## src/rtl/keypad_scanner.sv

```systemverilog
`default_nettype none
// == keypad_scanner : 4x4 matrix keypad column scanner, debounce, valid/ack key output == Rev 1.0 ==
module keypad_scanner #(
  parameter int SCAN_DIV       = 50000,
  parameter int DEBOUNCE_SCANS = 4
) (
  input  logic       clk,
  input  logic       reset,
  input  logic [3:0] row,
  output logic [3:0] col,
  output logic [3:0] key_code,
  output logic       key_valid,
  input  logic       key_ack,
  output logic       key_held,
  output logic       overrun
);

  localparam int DIV_W = (SCAN_DIV > 1) ? $clog2(SCAN_DIV) : 1;
  localparam int CNT_W = $clog2(DEBOUNCE_SCANS + 1);
  localparam logic [DIV_W-1:0] DIV_LAST = DIV_W'(SCAN_DIV - 1);
  localparam logic [CNT_W-1:0] CNT_DONE = CNT_W'(DEBOUNCE_SCANS);

  typedef enum logic [1:0] {
    SCAN     = 2'd0,
    DEBOUNCE = 2'd1,
    HELD     = 2'd2
  } state_t;

  logic [3:0]       row_meta_q, row_sync_q;
  logic [DIV_W-1:0] div_q;
  state_t           state_q, state_d;
  logic [1:0]       col_idx_q, col_idx_d;
  logic [1:0]       row_idx_q, row_idx_d;
  logic [CNT_W-1:0] cnt_q, cnt_d, cnt_inc;
  logic [3:0]       code_q, code_d;
  logic             valid_q, valid_d;
  logic             ovr_q, ovr_d;
  logic             tick, accept, single_low;
  logic [3:0]       row_low;
  logic [1:0]       low_idx;

  assign tick    = (div_q == DIV_LAST);
  assign cnt_inc = cnt_q + CNT_W'(1);
  assign row_low = ~row_sync_q;
  // Two or more rows low at once is ghosting and never counts as a press.
  assign single_low = (row_low != 4'd0) && ((row_low & (row_low - 4'd1)) == 4'd0);

  always_comb begin
    low_idx = 2'd0;
    case (row_low)
      4'b0010: low_idx = 2'd1;
      4'b0100: low_idx = 2'd2;
      4'b1000: low_idx = 2'd3;
      default: low_idx = 2'd0;
    endcase
  end

  always_comb begin
    state_d   = state_q;
    col_idx_d = col_idx_q;
    row_idx_d = row_idx_q;
    cnt_d     = cnt_q;
    accept    = 1'b0;
    if (tick) begin
      unique case (state_q)
        SCAN: begin
          if (single_low) begin
            row_idx_d = low_idx;
            if (DEBOUNCE_SCANS == 1) begin
              accept  = 1'b1;
              cnt_d   = '0;
              state_d = HELD;
            end else begin
              cnt_d   = CNT_W'(1);
              state_d = DEBOUNCE;
            end
          end else begin
            col_idx_d = col_idx_q + 2'd1;
          end
        end
        DEBOUNCE: begin
          if (single_low && (low_idx == row_idx_q)) begin
            if (cnt_inc == CNT_DONE) begin
              accept  = 1'b1;
              cnt_d   = '0;
              state_d = HELD;
            end else begin
              cnt_d = cnt_inc;
            end
          end else begin
            cnt_d     = '0;
            col_idx_d = col_idx_q + 2'd1;
            state_d   = SCAN;
          end
        end
        HELD: begin
          if (row_sync_q == 4'hF) begin
            if (cnt_inc == CNT_DONE) begin
              cnt_d     = '0;
              col_idx_d = col_idx_q + 2'd1;
              state_d   = SCAN;
            end else begin
              cnt_d = cnt_inc;
            end
          end else begin
            cnt_d = '0;
          end
        end
        default: state_d = SCAN;
      endcase
    end
  end

  // An acked slot may be refilled in the same cycle; otherwise a new key is dropped.
  always_comb begin
    valid_d = valid_q;
    code_d  = code_q;
    ovr_d   = ovr_q;
    if (key_ack && valid_q) valid_d = 1'b0;
    if (accept) begin
      if (!valid_q || key_ack) begin
        code_d  = {low_idx, col_idx_q};
        valid_d = 1'b1;
      end else begin
        ovr_d = 1'b1;
      end
    end
  end

  always_ff @(posedge clk) begin
    if (reset) begin
      row_meta_q <= 4'hF;
      row_sync_q <= 4'hF;
      div_q      <= '0;
      state_q    <= SCAN;
      col_idx_q  <= 2'd0;
      row_idx_q  <= 2'd0;
      cnt_q      <= '0;
      code_q     <= 4'd0;
      valid_q    <= 1'b0;
      ovr_q      <= 1'b0;
    end else begin
      row_meta_q <= row;
      row_sync_q <= row_meta_q;
      div_q      <= tick ? '0 : div_q + DIV_W'(1);
      state_q    <= state_d;
      col_idx_q  <= col_idx_d;
      row_idx_q  <= row_idx_d;
      cnt_q      <= cnt_d;
      code_q     <= code_d;
      valid_q    <= valid_d;
      ovr_q      <= ovr_d;
    end
  end

  assign col       = ~(4'b0001 << col_idx_q);
  assign key_code  = code_q;
  assign key_valid = valid_q;
  assign key_held  = (state_q == HELD);
  assign overrun   = ovr_q;

endmodule
`default_nettype wire

```

## config.mk

```make
export PLATFORM = sky130hd
export DESIGN_NAME = keypad_scanner
export DESIGN_NICKNAME = d
export VERILOG_FILES = /design/src/rtl/keypad_scanner.sv
export SDC_FILE = /design/constraint.sdc
export NUM_CORES = 1
export LEC_CHECK = 0
export CORE_ASPECT_RATIO = 0.8
export CORE_MARGIN = 4
export CORE_UTILIZATION = 45
export DETAILED_ROUTE_END_ITERATION = 16
export GPL_TIMING_DRIVEN = 0
export PLACE_DENSITY = 0.72
export SYNTH_ARGS = -nofsm -noshare
export SYNTH_HDL_FRONTEND = slang
export SYNTH_SLANG_ARGS = --single-unit
```

## constraint.sdc

```tcl
create_clock -name clk -period 2.4 [get_ports clk]
set_clock_uncertainty 0.15 [all_clocks]
set_input_delay 0.48 -clock clk [delete_from_list [all_inputs] [get_ports clk]]
set_output_delay 0.48 -clock clk [all_outputs]
set_load 0.01 [all_outputs]
```

==> results.txt, run 1 <==
Summing the areas of all compound-gate instances in the mapped netlist gives 9.86% of the synthesized area. The number of warnings printed during yosys synthesis is 0, and the number of fill cells is 380. The category of the worst setup path launch point is a register. For the final count of negative-setup-slack endpoints, the log shows 0. The cell count after synthesis came out at 221.

For the total power draw, the log shows 1.16 mW. The HPWL reported at the end of detailed placement was 2500 um; the leakage power was 0.865 nW. The worst path arrival time was 2.27 ns.

The async set or reset register ratio after synthesis was 0%; the clock period minus worst slack was 2.25 ns. The run finished with clean final reports. In the final routed layout, each cell accounts on average for 11.5 um. The number of flops mapped to enable cells by yosys works out to 0. In this run, the number of DRC markers left after iteration 0 of detailed routing was 58. Measured against the total synthesized area, the mux share comes to 4.35%. The die is 81.7 um wide. The first detailed-routing pass took 4 iterations. The die covers 0.00547 mm^2. Counting every sink on the clock net gives 39.

The worst path meets setup with 0.145 ns of slack. The finished cells cover 0.00228 mm^2. The final routed wirelength across all metal layers came out at 3470 um.

The synthesized netlist devotes 26.1% of its cell area to simple gates. Port buffering added 17 buffers. The H-tree generated during clock tree synthesis spans 2 levels.

Dividing total power by cell area gives a power density of 506 mW/mm^2. The tools report the number of global-route vias before repair as 1347. The root cell of the clock tree was clkbuf_8. The register clock-pin slew on the reported worst setup and hold paths works out to 0.07 ns. At the pin with the least slew margin, the transition time is 0.570 ns.

After synthesis, flip-flops and latches occupy 39.9% of the total area. After layout, the worst path uses 94.0% of the clock period. The number of hold violations in the final report came out at 0. The worst hold path class was reg2reg. Dividing the detail-routed via count by the number of cells gives 4.95. The tools report the overall routing resource usage as 13.9%. Static timing analysis puts the maximum clock frequency at 443 MHz.

The number of nets handed over by synthesis was 239. The logs give 5750 um for the first-pass GRT wire length and 0 for the antenna diode instance count. The fraction of final layout cells sized beyond drive strength 1 was 12.7%. After Yosys synthesis, full adders, half adders and majority gates account for 7.04% of the synthesized area. In this run, CTS created clock tree buffers numbering 5.

Once layout is complete, the utilization of the core stands at 54.7%. The die extent in y was 66.9 um; the average instance area after synthesis was 8.84 um^2. The capturing element type of the critical path was a register. The count of boundary I/O pins was 18. The maximum clock insertion buffer count was 2; the final-layout worst hold slack was 0.260 ns. The number of hold buffers added after CTS was 0. In this run the core area contains 21 standard-cell rows. In the routed design, unresolved DRC markers number 0.

The run gives 295 as the placed cell count. Combinational family with the most area after synthesis: simple AND/OR/NAND/NOR gates. In this run the worst path has a maximum fanout of 7.

Setup repair after global routing left no endpoint under its margin. The number of pins exceeding their max-slew limit in the final report was 0. For the clock latency of the later-clocked register in the worst-skew pair, the log shows 0.29 ns. Area added between synthesis and finish: 16.9%. The congestion estimate from routability-driven global placement came to 0.786. TritonCTS built the clock tree.

After Yosys synthesis, XOR and XNOR cells account for 7.17% of the synthesized area. The number of antenna violations at the first check in global routing was 0. The cell area that synthesis handed to floorplanning was 0.00195 mm^2. At the placement stage, the worst setup path has a slack of 0.0531 ns.

VDD sags by at most 0.330 mV. The synthesized design contains 39 register bits. In this run the tightest slew margin relative to its limit is 62.0%. The vias after detailed routing was 1496; the starting density of the core was 46.8%. In the synthesized netlist the dominant register cell turns out to be dfxtp_1. Number of nets at the end of the flow: 262. The leftover overflow at the end of global routing came out at 0. The region available for standard cell placement spans 0.00418 mm^2. By startpoint and endpoint, the worst setup path is classified as reg2reg. Synthesis instantiated 49 different standard cells from the library. The standard cell area after detailed placement is 0.00220 mm^2. Entering global routing, the biggest net connects 12 pins.

The number of standard cells in the final layout excluding fillers was 302; the final sum of negative setup slack was 0 ns. In this run the remaining antenna-violating nets after routing total 0. The max capacitance violation total was 0; the data required time of the critical path was 2.42 ns.
-- path summary, 6_finish.rpt --
kind                                     from       endpoint  slack [ns]  cells past startpoint
worst min-delay path            row_meta_q[2]  row_sync_q[2]        0.26                      1
worst min register to register  row_meta_q[2]  row_sync_q[2]        0.26                      1
worst max register to register      div_q[12]    key_code[2]        0.15                      7
worst max-delay path                div_q[12]    key_code[2]        0.15                      7
-- sequential cells by signal (all words and copies together), names as in the netlist --
signal	count
cnt_q	3
div_q	16
row_sync_q	4
row_meta_q	4
state_q	2
overrun	1
row_idx_q	2
key_code	4
key_valid	1
col_idx_q	2
-- critical path: stages, from the launching register on --
cell	delay, ns
dfxtp_1	0.36
nor4_1	0.43
and4_2	0.40
nand2_1	0.11
nor4_4	0.27
buf_4	0.19
mux2i_1	0.18
nor2_1	0.05
-- timing repair --
| item | in CTS | in global routing |
|---|---|---|
| endpoints found under the setup margin | 0 | 16 |
| resized for setup | 0 | 2 |
| setup buffers | 0 | 1 |
-- synth_stat cells (4+ instances only) --
cell	n	area share (%)
dfxtp_1	39	40
nor2_1	28	5.4
inv_1	15	2.9
nand2_1	15	2.9
ha_1	11	7.0
a21oi_1	9	2.3
or2_2	9	2.9
xnor2_1	8	3.6
xor2_1	8	3.6
mux2i_1	7	3.6
nand3_1	6	1.5
nor2b_1	5	1.6
o21ai_0	5	1.3
and3_1	4	1.3
and4_1	4	1.8
clkbuf_1	4	0.77
nand4_1	4	1.3
-- cell usage in the layout, fill, tap and decap left out, types with 2 or more instances in the layout --
master           count
nand4_1              4
o21ai_0              5
nor2_1              28
xnor2_1              8
xor2_1               8
inv_1               15
clkbuf_1             5
ha_1                11
a211oi_1             2
mux2i_1              7
and4_1               3
nand2_1             15
nand3_1              6
and4_2               2
clkdlybuf4s50_1     17
or2_2                9
nor2b_1              5
and3_1               4
a31oi_1              3
clkbuf_2             2
a21oi_1              9
dfxtp_1             39
buf_4                2
nor3_1               3
clkbuf_8             5
or3_1                3
-- power by group --
group          switching, mW  total [mW]  internal, mW
clock network          0.218       0.422         0.204
logic                 0.0371      0.0719        0.0348
registers            0.00429       0.662         0.657
-- layout make-up --
cell class | instances | area, um^2 | area share (%)
multi-input cells | 157 | 1070 | 46.9
flip-flops and latches | 39 | 781 | 34.2
repair buffers | 18 | 178 | 7.78
clock buffers | 7 | 76.3 | 3.34
well taps | 57 | 71.3 | 3.12
inverters | 15 | 56.3 | 2.46
plain buffers | 8 | 45.0 | 1.97
clock inverters | 1 | 5.00 | 0.219
-- routing by layer --
layer | vias to the layer above | track usage [%] | wire [um]
met2 | 16 | 22.1 | 1580
met5 | - | 0 | 0
met3 | 3 | 4.05 | 111
met4 | 0 | 7.05 | 33
li1 | 796 | - | -
met1 | 681 | 16.9 | 1750
-- cell families after synthesis --
logic type / count (synthesis)
muxes: 8
and+or+nand+nor: 93
DFF: 39
AOI/OAI and AO/OA: 29
buffers and inverters: 25
xor gates and xnor gates: 16
adders and majority gates: 11
(Power assumes the default switching activity.)
==> run 2: changes to the inputs <==
--- a/config.mk
+++ b/config.mk
@@ -5,6 +5,7 @@
 export SDC_FILE = /design/constraint.sdc
 export NUM_CORES = 1
 export LEC_CHECK = 0
+export CAP_MARGIN = 20
 export CORE_ASPECT_RATIO = 0.8
 export CORE_MARGIN = 4
 export CORE_UTILIZATION = 45
==> results of run 2 <==
Same layout as run 1: the final DEF is identical, and so are final timing and power.
==> run 3: changes to the inputs <==
--- a/config.mk
+++ b/config.mk
@@ -5,6 +5,7 @@
 export SDC_FILE = /design/constraint.sdc
 export NUM_CORES = 1
 export LEC_CHECK = 0
+export ABC_AREA = 0
 export CAP_MARGIN = 20
 export CORE_ASPECT_RATIO = 0.8
 export CORE_MARGIN = 4
==> results of run 3 <==
Same layout as run 1: the final DEF is identical, and so are final timing and power.
